<file path="src/rtl/serial_add_ctrl.sv">
`default_nettype none
// ============================================================================
//  Module   : serial_add_ctrl (with helper half_addar)
//  Brief    : Bit-serial WIDTH-bit adder. One full adder (two half adders
//             plus an OR) is reused LSB-first over WIDTH RUN cycles, with a
//             carry flip-flop between cycles and a busy/done handshake.
//             Optional subtract mode is enabled by the macro
//             SERIAL_ADD_SUB_EN (adds the `sub` port, A-B in two's
//             complement, cout=1 meaning no borrow).
//  Revision : 1.0 - initial release
// ============================================================================

module half_addar (
    input  logic a_i,
    input  logic b_i,
    output logic s_o,
    output logic c_o
);
    assign s_o = a_i ^ b_i;
    assign c_o = a_i & b_i;
endmodule

module serial_add_ctrl #(
    parameter int WIDTH = 8
) (
    input  logic             clk,
    input  logic             rst,
    input  logic             start,
    input  logic [WIDTH-1:0] a,
    input  logic [WIDTH-1:0] b,
`ifdef SERIAL_ADD_SUB_EN
    input  logic             sub,
`endif
    output logic             busy,
    output logic             done,
    output logic [WIDTH-1:0] sum,
    output logic             cout
);

    localparam int             c_CW       = (WIDTH > 1) ? $clog2(WIDTH) : 1;
    localparam logic [c_CW-1:0] c_LAST_CNT = c_CW'(WIDTH - 1);

    localparam logic [1:0] c_IDLE = 2'd0;
    localparam logic [1:0] c_RUN  = 2'd1;
    localparam logic [1:0] c_DONE = 2'd2;

    // The A register doubles as the result register: each RUN cycle its
    // LSB feeds the adder and the new sum bit enters at the MSB, so after
    // WIDTH shifts it holds the complete result.
    logic [1:0]       state_q, state_d;
    logic [WIDTH-1:0] a_q, a_d;
    logic [WIDTH-1:0] b_q, b_d;
    logic             carry_q, carry_d;
    logic [c_CW-1:0]  cnt_q, cnt_d;
    logic             busy_q, busy_d;
    logic             done_q, done_d;
    logic [WIDTH-1:0] sum_q, sum_d;
    logic             cout_q, cout_d;

    logic [WIDTH-1:0] w_b_load;
    logic             w_c_init;
    logic             w_s1, w_c1, w_fa_s, w_c2, w_fa_c;

`ifdef SERIAL_ADD_SUB_EN
    // Subtraction: add the inverted subtrahend with an initial carry of one.
    assign w_b_load = sub ? ~b : b;
    assign w_c_init = sub;
`else
    assign w_b_load = b;
    assign w_c_init = 1'b0;
`endif

    // Shared full adder built from two half adders and an OR gate.
    half_addar u_ha0 (.a_i(a_q[0]), .b_i(b_q[0]),  .s_o(w_s1),   .c_o(w_c1));
    half_addar u_ha1 (.a_i(w_s1),   .b_i(carry_q), .s_o(w_fa_s), .c_o(w_c2));
    assign w_fa_c = w_c1 | w_c2;

    // Next-state logic: accept/load, per-bit shift, and result commit.
    always_comb begin
        state_d = state_q;
        a_d     = a_q;
        b_d     = b_q;
        carry_d = carry_q;
        cnt_d   = cnt_q;
        busy_d  = 1'b0;
        done_d  = 1'b0;
        sum_d   = sum_q;
        cout_d  = cout_q;
        case (state_q)
            c_IDLE, c_DONE: begin
                if (start) begin
                    state_d = c_RUN;
                    a_d     = a;
                    b_d     = w_b_load;
                    carry_d = w_c_init;
                    cnt_d   = '0;
                    busy_d  = 1'b1;
                end else begin
                    state_d = c_IDLE;
                end
            end
            c_RUN: begin
                a_d     = {w_fa_s, a_q[WIDTH-1:1]};
                b_d     = {1'b0, b_q[WIDTH-1:1]};
                carry_d = w_fa_c;
                cnt_d   = cnt_q + c_CW'(1);
                if (cnt_q == c_LAST_CNT) begin
                    state_d = c_DONE;
                    done_d  = 1'b1;
                    sum_d   = {w_fa_s, a_q[WIDTH-1:1]};
                    cout_d  = w_fa_c;
                end else begin
                    busy_d  = 1'b1;
                end
            end
            default: state_d = c_IDLE;
        endcase
    end

    // State and output registers with synchronous reset.
    always_ff @(posedge clk) begin
        if (rst) begin
            state_q <= c_IDLE;
            a_q     <= '0;
            b_q     <= '0;
            carry_q <= 1'b0;
            cnt_q   <= '0;
            busy_q  <= 1'b0;
            done_q  <= 1'b0;
            sum_q   <= '0;
            cout_q  <= 1'b0;
        end else begin
            state_q <= state_d;
            a_q     <= a_d;
            b_q     <= b_d;
            carry_q <= carry_d;
            cnt_q   <= cnt_d;
            busy_q  <= busy_d;
            done_q  <= done_d;
            sum_q   <= sum_d;
            cout_q  <= cout_d;
        end
    end

    assign busy = busy_q;
    assign done = done_q;
    assign sum  = sum_q;
    assign cout = cout_q;

endmodule

`default_nettype wire

</file>
<file path="config.mk">
export PLATFORM = sky130hd
export DESIGN_NAME = serial_add_ctrl
export DESIGN_NICKNAME = d
export VERILOG_FILES = /design/src/rtl/serial_add_ctrl.sv
export SDC_FILE = /design/constraint.sdc
export NUM_CORES = 1
export LEC_CHECK = 0
export ABC_AREA = 1
export BUFFER_PORTS_ARGS = -buffer_cell sky130_fd_sc_hd__clkbuf_2
export CORE_AREA = 2 2 81 83
export CTS_CLUSTER_SIZE = 14
export DETAILED_ROUTE_END_ITERATION = 8
export DIE_AREA = 0 0 83 85
export HOLD_SLACK_MARGIN = 0.15
export PLACE_DENSITY = 0.48
export SLEW_MARGIN = 20
export SYNTH_ARGS = -nofsm -noshare
export SYNTH_HDL_FRONTEND = slang
export SYNTH_SLANG_ARGS = --single-unit
</file>
<file path="constraint.sdc">
create_clock -name clk -period 1.3 [get_ports clk]
set_clock_uncertainty 0.1 [all_clocks]
set_input_delay 0.065 -clock clk [delete_from_list [all_inputs] [get_ports clk]]
set_output_delay 0.065 -clock clk [all_outputs]
set_load 0.1 [all_outputs]
</file>
After elaboration in Yosys (flattened, before gate mapping)
Cells that the tools add are included.

word-level totals
  input bits = 19
  flip-flop bits (word level) = 33

operators by class
  bitwise logic cells = 6
  add/sub/neg operators = 1
  multiplexer cells = 15
  reduce and logical (&&, ||, !) cells = 6
  eq/ne operators = 5

operator list
  cell                   count
  $pmux W8 S2            2
  $mux W8                2
  $pmux W3 S2            1
  $mux W1                5
  $ne A2 B2 Y1 const B   2
  $pmux W1 S2            2
  $pmux W2 S2            1
  $reduce_and A2 Y1      2
  $reduce_or A2 Y1       2
  $add A3 B1 Y3 const B  1
  $eq A3 B3 Y1 const B   1
  $mux W3                1
  $and A1 B1 Y1          2
  $eq A2 B1 Y1 const B   1
  $eq A2 B2 Y1 const B   1
  $logic_not A2 Y1       1
  $mux W2                1
  $reduce_bool A2 Y1     1
  $xor A1 B1 Y1          2
  $not A1 Y1             1
  $or A1 B1 Y1           1

Depth between registers and ports, before layout
Gate-level depths: netlist of the first run.

  word-level depth = 4
  gate-level depth with buffers = 7

Modules after synthesis
From an unflattened synthesis of the first run, not the netlist that was laid out.

unflattened totals
  cells, all modules = 231
  area, all modules = 1,590.3 um^2

by module, submodules not included
  module           area each (um^2)  instances  cells an instance  sequential area each (um^2)
  serial_add_ctrl  1,565.3           1          229                660.6
  half_addar       12.5              2          1                  0.0

Worst setup path after synthesis of the first run
OpenSTA, ideal clock, no wires.

  kind = register -> register
  start = register sum[0] (netlist name)
  end = register sum_q[0] (netlist: sum[0])
  period minus slack after synthesis = 1,322 ps
  arrival = 1,153 ps
  cell stages (with the launch flop) = 3
  path slack = -22 ps
  buffers on the path = 0
  cells stage by stage = dfxtp_1 -> nand3_1 -> o21ai_1

RTL lines
  item                    line  text
  end signal: assignment  140   sum_q <= sum_d;
  end: declaration        57    logic [WIDTH-1:0] sum_q, sum_d;

Final worst setup path of the first run
  start = register carry_q
  end = register a_q[7]

between the ends
  longest elaborated chain between the ends = 2

RTL lines
  item                      line  text
  start: declaration        53    logic carry_q, carry_d;
  start signal: assignment  136   carry_q <= carry_d;
  $xor A1 B1 Y1             19    assign s_o = a_i ^ b_i;
  via u_ha1.s_o             16    output logic s_o,
  $pmux W8 S2               89    case (state_q)
  end signal: assignment    124   a_q <= '0;
  end signal: assignment    134   a_q <= a_d;
  end: declaration          51    logic [WIDTH-1:0] a_q, a_d;

The timed path passes the listed nets, and every way through them passes these cells.
A chain may end at the register's enable or synchronous reset.

==> metrics, run 1 <==
worst stage delay on the critical path=0.55 ns; Max Cap Viol=0; initial DRC count=40; critical path startpoint=carry_q$_SDFFE_PP0P_; DIE WIDTH=83 µm; CORE AREA=6200 µm²; r2r setup slk=-0.04 ns; first-pass GRT wire length=6520 µm; CTS buffer count=5; Max VDD drop=0.000373 V; reg2reg start=carry_q$_SDFFE_PP0P_; drc violations=0; critical path's top delay family=adder cells; Port Buffers=29; PD cells=1130 nW/µm²; CTS H-tree depth=2; worst hold start=rst; pin count of the biggest net entering global routing=19; synthesized area per cell=7.03 µm²; Final GP Congestion=0.721; Critical-path top delay cell=fa_1; syn_nets=237; CTS Sinks=33; Crit path top cell by count=inv_2; Async SR Flop Fraction=0; Worst-path clk slew=0.07 ns; hold endpoint=sum[0]$_SDFFE_PP0P_; fmax=745 MHz; post-route ant nets=0; Hold Path Stages=4; ys flop type=dfxtp_1; LEAKAGE=1.07 nW; DRT Pass-1 Iters=4; fraction of layout cells with a size suffix above 1=0.293; failing checks=negative setup slack; Clock Tree Root=clkbuf_8; commonest cells after routing, fill and taps aside=nand3_1, nand2_1, nor2_1; Post-synth EDFFs=0; ant diodes=0; Slew HR=0.815; R2R Path End=a_q[7]$_SDFFE_PP0P_; post-DP HPWL=2530 µm; mapped cell area=1510 µm²; synthesized-area fraction occupied by and/or/nand/nor cells=0.351; Setup Buffers After CTS=0; Starting Density=0.244; most common cell after layout, fill and taps aside=nand3_1; final hold slack=0.100 ns; DIE AREA=7060 µm²; initial antenna violation count=0; Crit Path Category=flop to flop; drt wl/cell=10.3 µm; min-delay worst type=input pin to flop; grt ovf=0; synth unique cells=20; Slew @ Worst Pin=0.279 ns; Tot Pwr=0.00250 W; Worst EP required=1.43 ns; Synth Area in Compound Gates=0.0530; CTS tree=done; via count=1466; period utilisation layout=1.03; CP Max Fanout=2; Die Ht=85 µm; FF+latch count, synth=33; Post-Route WL=3600 µm; Filler cells=657; synth warn=0; Via density=4.19; Site Rows=29; critical path, cell by cell=fa_1 -> inv_2 -> nand3_2 -> nand2_1 -> inv_2 -> nand2_2 -> nor2_1; worst skew pair latency=0.29 ns; max-slew violation count=0; Gate Count Post-Synth=215; slack of the critical path=-0.0414 ns; final-report hold violation count=0; critical path endpoint category=flop; largest family of logic cells by synthesized area=simple AND/OR/NAND/NOR gates; Synth Area in XOR/XNOR=0; number of global-route vias before repair=1437; CP arrival=1.47 ns; I/O pins=30; Post-Synth Adder-Cell Area=0.0298; post-synthesis mux area share=0; min Tclk post-route=1.34 ns; final setup vio count=1; Reg2Reg Depth=7; NumNets Final=295; overall global routing resource usage=0.113; unrepaired setup endpoints after global routing=yes; Area Growth Syn to Fin=46.5%; sequential share of the synthesized area=0.437; outcome=finished with violations; Setup crit start kind=flop; clock tree buffer depth=2; CP bufs+invs=2
## final cells by class
| class | count | area, µm² | area share |
|---|---|---|---|
| Inverter | 36 | 143 | 0.0644 |
| Sequential cell | 33 | 677 | 0.306 |
| Multi-Input combinational cell | 136 | 697 | 0.315 |
| Clock buffer | 5 | 68.8 | 0.0311 |
| Timing Repair Buffer | 61 | 498 | 0.225 |
| Tap cell | 77 | 96.3 | 0.0435 |
| Clock inverter | 2 | 35.0 | 0.0158 |
## stage by stage
stage               cells  area [µm²]  TNS [ns]  setup WS [ns]   util
floorplan             215        1520         0        0.00569      -
global placement      324        1870   -0.0396        -0.0367  0.301
detailed placement    324        1870   -0.0659        -0.0561  0.301
CTS                   349        2160   -0.0621        -0.0619  0.349
global route          350        2210    -0.183         -0.119  0.357
finish                350        2210   -0.0414        -0.0414  0.357
## cells by family (layout without fill, tap and decap cells)
family | Yosys count | in the layout
buffers and inverters | 46 | 104
DFF | 33 | 33
adders and majority gates | 3 | 3
AOI/OAI and AO/OA | 16 | 16
and+or+nand+nor | 117 | 117
## worst min-delay path: cells and delay by family
family | cells | cell delay, ns
AND/OR/NAND/NOR | 1 | 0.10
buffers and inverters | 2 | 0.23
AO/OA/AOI/OAI | 1 | 0.05
## synthesized netlist by cell type (2+ instances only)
library cell / count / area, µm²
nand3_1: 42 / 210
inv_1: 23 / 86.3
o21ai_1: 8 / 40.0
buf_4: 3 / 22.5
nand3b_1: 2 / 15.0
nand2_1: 39 / 146
inv_2: 3 / 11.3
ha_1: 2 / 25.0
a21oi_1: 7 / 35.0
clkinv_1: 9 / 33.8
nor2_1: 30 / 113
buf_2: 7 / 35.0
dfxtp_1: 33 / 661
## routing by layer
layer  vias to the layer above  share of wire  global-route usage
li1                        786              -                   -
met1                       651           0.49               0.148
met2                        23           0.46               0.182
met3                         6          0.030              0.0204
met4                         0          0.017              0.0537
met5                         -              0                   0
## sequential cells by signal (all words and copies together), names as in the netlist
| signal | flops |
|---|---|
| carry_q | 1 |
| busy | 1 |
| cnt_q | 3 |
| state_q | 2 |
| done | 1 |
| a_q | 8 |
| b_q | 8 |
| sum | 8 |
| cout | 1 |
## what timing repair did
| action | 4_1_cts | 5_1_grt |
|---|---|---|
| setup endpoints to repair | 10 | 26 |
| pin swaps | 2 | 5 |
| resized for setup | 4 | 14 |
| endpoints found under the hold margin | 21 | 3 |
| hold buffers | 18 | 2 |
## power breakdown
group          internal [W]  switching (W)  total, W
Sequential          0.00107      0.0000226   0.00110
Combinational      0.000214       0.000255  0.000469
Clock              0.000557       0.000377  0.000934
## how the worst max path moves through the flow
| stage | endpoint | slack (ns) | depth (start not counted) |
|---|---|---|---|
| after floorplan | a_q[7]$_SDFFE_PP0P_ | 0.006 | 7 |
| after detailed placement | a_q[7]$_SDFFE_PP0P_ | -0.06 | 7 |
| after CTS | a_q[7]$_SDFFE_PP0P_ | -0.06 | 7 |
| after global routing | a_q[7]$_SDFFE_PP0P_ | -0.12 | 7 |
| after global placement | a_q[7]$_SDFFE_PP0P_ | -0.04 | 7 |
| final | a_q[7]$_SDFFE_PP0P_ | -0.04 | 7 |
Power figures use the tool's default switching activity.
==> inputs of run 2 (changes only) <==
- CORE_AREA: 2 2 81 83 -> 2 2 71 73
- DIE_AREA: 0 0 83 85 -> 0 0 73 75
- PLACE_DENSITY: 0.48 -> 0.58
==> run 2 against run 1 <==
  * The run still ends with negative setup slack left
  * Non-clock buffer count grew 2
  * Via count shrank 0.14%
  * Register-to-register slack is essentially flat
  * Clock power grew 6.2%
==> metrics, run 2 (synthesis gave the netlist of run 1 again) <==
outcome=finished with violations; failing checks=negative setup slack; via count=1464 (-0.14%); Setup crit start kind=flop; Worst EP required=1.37 ns (-0.06 ns); Power Internal=0.00192 W (+4.1%); min-delay worst type=flop to flop; Starting Density=0.324 (+0.0807); final setup vio count=4 (+3); drt wl/cell=10.3 µm (-0.25%); Final Util=0.474 (+0.117); CTS H-tree depth=2 (unchanged); CP Max Fanout=2 (unchanged); DIE WIDTH=73 µm (-12%); Max Cap Viol=0 (unchanged); Area Growth Syn to Fin=46.3%; initial antenna violation count=0 (unchanged); overall global routing resource usage=0.134 (+0.0205); first-pass GRT wire length=5620 µm (-14%); Slew @ Worst Pin=0.280 ns (+0.000805 ns); LEAKAGE=1.09 nW (+1.0%); DIE AREA=5480 µm² (-22%); post-route ant nets=0 (unchanged); max-slew violation count=0 (unchanged); clock tree buffer depth=2 (unchanged); ant diodes=0 (unchanged); Net Sw Power=0.000638 W (-2.5%); Non-Filler Instances=331 (-5.4%); slack of the critical path=-0.0503 ns (-0.00892 ns); Post-Route WL=3400 µm (-5.7%); Clock Tree Root=clkbuf_8; Die Ht=75 µm (-12%); CORE AREA=4660 µm² (-25%); CTS tree=done; r2r setup slk=-0.05 ns (about the same); min Tclk post-route=1.35 ns (+0.00892 ns); fmax=741 MHz (-0.66%); final hold slack=0.372 ns (+0.271 ns); pin count of the biggest net entering global routing=18 (-1); Tot Pwr=0.00256 W (+2.4%); most common cell after layout, fill and taps aside=nand3_1; critical path endpoint category=flop; Worst-path clk slew=0.07 ns (about the same); PD cells=1160 nW/µm² (+2.6%); period utilisation layout=1.04 (+0.00686); initial DRC count=52 (+30%); DRT Pass-1 Iters=4 (unchanged); Setup Buffers After CTS=0 (unchanged); worst skew pair latency=0.29 ns (about the same); I/O pins=30 (unchanged); dpl cells=304 (-6.2%); Final GP Congestion=0.776 (+7.6%); number of global-route vias before repair=1271 (-12%); fraction of layout cells with a size suffix above 1=0.274 (-0.0187); Port Buffers=29 (unchanged); Crit Path Category=flop to flop; total negative slack=-0.0730 ns (-0.0316 ns); CP arrival=1.42 ns (-0.05 ns); switching share of power=0.249 (-0.0125); sequential share of power=0.429 (-0.010); NumNets Final=298 (+1.0%); clock power share=0.388 (+0.014); area of the multi-input gates=689 µm² (-1.1%); Via density=4.42 (+5.6%); commonest cells after routing, fill and taps aside=nand3_1, nand2_1, nor2_1; CTS buffer count=5 (unchanged); Site Rows=25 (-14%); sequential cell area=676 µm² (-0.18%); Filler cells=480 (-27%); Slew HR=0.815 (about the same); combinational share of power=0.183 (-0.005); final-report hold violation count=0 (unchanged); post-DP HPWL=2360 µm (-6.7%); drc violations=0 (unchanged); CTS Sinks=33 (unchanged); unrepaired setup endpoints after global routing=yes; grt ovf=0 (unchanged); Max VDD drop=0.000600 V (+61%)
-- run 2: path summary, 6_finish.rpt --
kind                             from                   to  depth (start not counted)
hold reg to reg     cout$_SDFFE_PP0P_    cout$_SDFFE_PP0P_                          2
hold / removal      cout$_SDFFE_PP0P_    cout$_SDFFE_PP0P_                          2
setup reg to reg  b_q[0]$_SDFFE_PP0P_  a_q[7]$_SDFFE_PP0P_                          7
setup / recovery  b_q[0]$_SDFFE_PP0P_  a_q[7]$_SDFFE_PP0P_                          7
-- run 2: power by group through the flow --
stage	registers (W)	clock network, W	logic (W)
after global routing	0.00110	0.00106	0.000531
after CTS	0.00110	0.00101	0.000469
after detailed placement	0.00112	0	0.000423
final	0.00110	0.000992	0.000469
after floorplan	0.00113	0	0.000262
after global placement	0.00112	0	0.000420
-- run 2: layout make-up --
type | instances | area share
Tap cell | 54 | 0.0306
Inverter | 36 | 0.0628
Sequential cell | 33 | 0.306
Multi-Input combinational cell | 137 | 0.312
Clock inverter | 1 | 0.0136
Timing Repair Buffer | 63 | 0.237
Clock buffer | 7 | 0.0390
-- run 2: repair_timing --
action	CTS	global route
hold endpoints to repair	20	0
hold buffers	18	0
gates cloned	0	1
pin swaps	1	1
gates resized for setup	3	6
setup endpoints to repair	10	17
-- run 2: metal layers --
| layer | wire (µm) | global-route usage |
|---|---|---|
| met5 | 0 | 0 |
| met4 | 61 | 0.0556 |
| met3 | 121 | 0.0321 |
| met2 | 1560 | 0.216 |
| met1 | 1660 | 0.172 |
-- run 2: worst max-delay path: stages (launching register included) --
cell and delay (ns):
dfxtp_2 0.33, fa_1 0.46, inv_1 0.08, nand3_1 0.07
nand2_1 0.06, clkinv_1 0.05, nand2_1 0.05, nor2_1 0.03
-- run 2: per-stage QoR --
step                setup slack (ns)  cell area, µm²
floorplan                    0.00569            1520
global placement             -0.0115            1880
detailed placement           -0.0301            1880
CTS                          -0.0430            2180
global route                  -0.122            2210
finish                       -0.0503            2210
==> inputs of run 3 (changes only) <==
- BUFFER_PORTS_ARGS: -buffer_cell sky130_fd_sc_hd__clkbuf_2 -> default
- DONT_BUFFER_PORTS: default -> 1
- PLACE_DENSITY: 0.58 -> 0.53
==> run 3 against run 2 <==
  * Global-route usage is 0.59 points higher
  * Sequential share of layout area up 2.2 points
  * The run still ends with negative setup slack left
  * Hold slack worse by 0.042 ns
  * Final area fell by 6.6%
  * Register-to-register slack got worse by 0.02 ns
  * Power decreased by 10%
  * Clock-buffer cell count unchanged
==> metrics, run 3 (synthesis gave the netlist of run 1 again) <==
Area Growth Syn to Fin=36.7%; clock power share=0.332 (-0.056); slack of the critical path=-0.0686 ns (-0.0183 ns); max-slew violation count=0 (unchanged); CP arrival=1.48 ns (+0.06 ns); post-DP HPWL=2300 µm (-2.6%); Worst EP required=1.42 ns (+0.05 ns); worst skew pair latency=0.28 ns (about the same); clock tree buffer depth=2 (unchanged); drt wl/cell=11.0 µm (+7.2%); Clock Tree Root=clkbuf_8; critical path, cell by cell=fa_1 -> inv_1 -> nand3_1 -> nand2_1 -> inv_2 -> nand2_2 -> nor2_1; LEAKAGE=0.986 nW (-9.1%); ant diodes=0 (unchanged); Net Sw Power=0.000604 W (-5.4%); pin count of the biggest net entering global routing=19 (+1); drc violations=0 (unchanged); initial DRC count=47 (-9.6%); Max Cap Viol=0 (unchanged); DIE AREA=5480 µm² (unchanged); most common cell after layout, fill and taps aside=nand3_1; CTS Sinks=33 (unchanged); CORE AREA=4660 µm² (unchanged); initial antenna violation count=0 (unchanged); Slew HR=0.814 (-0.00111); final-report hold violation count=0 (unchanged); unrepaired setup endpoints after global routing=yes; Starting Density=0.324 (unchanged); period utilisation layout=1.05 (+0.0141); overall global routing resource usage=0.140 (+0.00592); min Tclk post-route=1.37 ns (+0.0183 ns); post-route ant nets=0 (unchanged); Filler cells=489 (+1.9%); Slew @ Worst Pin=0.282 ns (+0.00167 ns); first-pass GRT wire length=5750 µm (+2.5%); Critical-path top delay cell=fa_1; Max VDD drop=0.000569 V (-5.3%); Power Internal=0.00169 W (-12%); CP bufs+invs=2 (unchanged); fraction of layout cells with a size suffix above 1=0.224 (-0.0500); final setup vio count=1 (-3); PD cells=1110 nW/µm² (-4.0%); worst stage delay on the critical path=0.53 ns (+0.07 ns); Design Area, Final=2070 µm² (-6.6%); Post-Route WL=3390 µm (-0.29%); Non-Filler Instances=308 (-6.9%); critical path endpoint category=flop; Worst-path clk slew=0.07 ns (about the same); critical path's top delay family=adder cells; area of the multi-input gates=684 µm² (-0.73%); sequential share of power=0.478 (+0.049); Final GP Congestion=0.767 (-1.1%); I/O pins=30 (unchanged); min-delay worst type=flop to flop; Die Ht=75 µm (unchanged); sequential cell area=677 µm² (+0.19%); CTS tree=done; NumNets Final=276 (-7.4%); combinational share of power=0.190 (+0.007); Site Rows=25 (unchanged); Port Buffers=0 (-100%); number of global-route vias before repair=1312 (+3.2%); failing checks=negative setup slack; outcome=finished with violations; CTS H-tree depth=2 (unchanged); CP Max Fanout=2 (unchanged); DRT Pass-1 Iters=4 (unchanged); Tot Pwr=0.00229 W (-10%); Post-DP Area=1760 µm² (-6.0%); Setup crit start kind=flop; DP Worst Slack=-0.0357 ns (-0.00560 ns); commonest cells after routing, fill and taps aside=nand3_1, nand2_1, nor2_1; switching share of power=0.263 (+0.0139); Setup Buffers After CTS=0 (unchanged); dpl cells=283 (-6.9%); CTS buffer count=5 (unchanged); Via density=4.53 (+2.5%); grt ovf=0 (unchanged); fmax=731 MHz (-1.3%); Crit Path Category=flop to flop; via count=1396 (-4.6%); DIE WIDTH=73 µm (unchanged)
run 3: final timing paths:
check                              from                    end  slack [ns]  cells past startpoint
setup reg to reg   carry_q$_SDFFE_PP0P_    a_q[7]$_SDFFE_PP0P_       -0.07                      7
hold reg to reg   cnt_q[0]$_SDFFE_PP0P_  cnt_q[0]$_SDFFE_PP0P_        0.33                      1
hold / removal    cnt_q[0]$_SDFFE_PP0P_  cnt_q[0]$_SDFFE_PP0P_        0.33                      1
setup / recovery   carry_q$_SDFFE_PP0P_    a_q[7]$_SDFFE_PP0P_       -0.07                      7
run 3: area by class of cell:
class / count / area share
repair buffers: 42 / 0.199
well taps: 54 / 0.0327
flip-flops and latches: 33 / 0.328
multi-input cells: 136 / 0.331
clock buffers: 7 / 0.0418
inverters: 36 / 0.0678
run 3: through the flow:
stage / hold WS, ns / util / TNS, ns
2_1_floorplan: 0.0341 / - / 0
3_3_place_gp: 0.0352 / 0.378 / -0.0168
4_1_cts: -0.183 / 0.435 / -0.0502
3_5_place_dp: 0.0371 / 0.378 / -0.0467
6_report: 0.329 / 0.443 / -0.0686
5_1_grt: 0.362 / 0.443 / -0.207
run 3: metal layers:
layer / track usage / up-vias / routed length [µm]
li1: - / 748 / -
met1: 0.171 / 620 / 1620
met2: 0.224 / 26 / 1580
met3: 0.0509 / 2 / 155
met4: 0.0556 / 0 / 34
met5: 0 / - / 0
run 3: power groups by stage:
stage | Combinational, W | Sequential, W | Clock, W
after floorplan | 0.000262 | 0.00113 | 0
after global placement | 0.000380 | 0.00112 | 0
after detailed placement | 0.000382 | 0.00112 | 0
after CTS | 0.000430 | 0.00110 | 0.000801
after global routing | 0.000497 | 0.00110 | 0.000853
final | 0.000435 | 0.00110 | 0.000762
run 3: repair_timing:
item / 4_1_cts / 5_1_grt
hold endpoints to repair: 33 / 1
hold buffers: 17 / 1
cloned: 0 / 0
resized for setup: 4 / 9
endpoints found under the setup margin: 9 / 18
pin swaps: 2 / 3
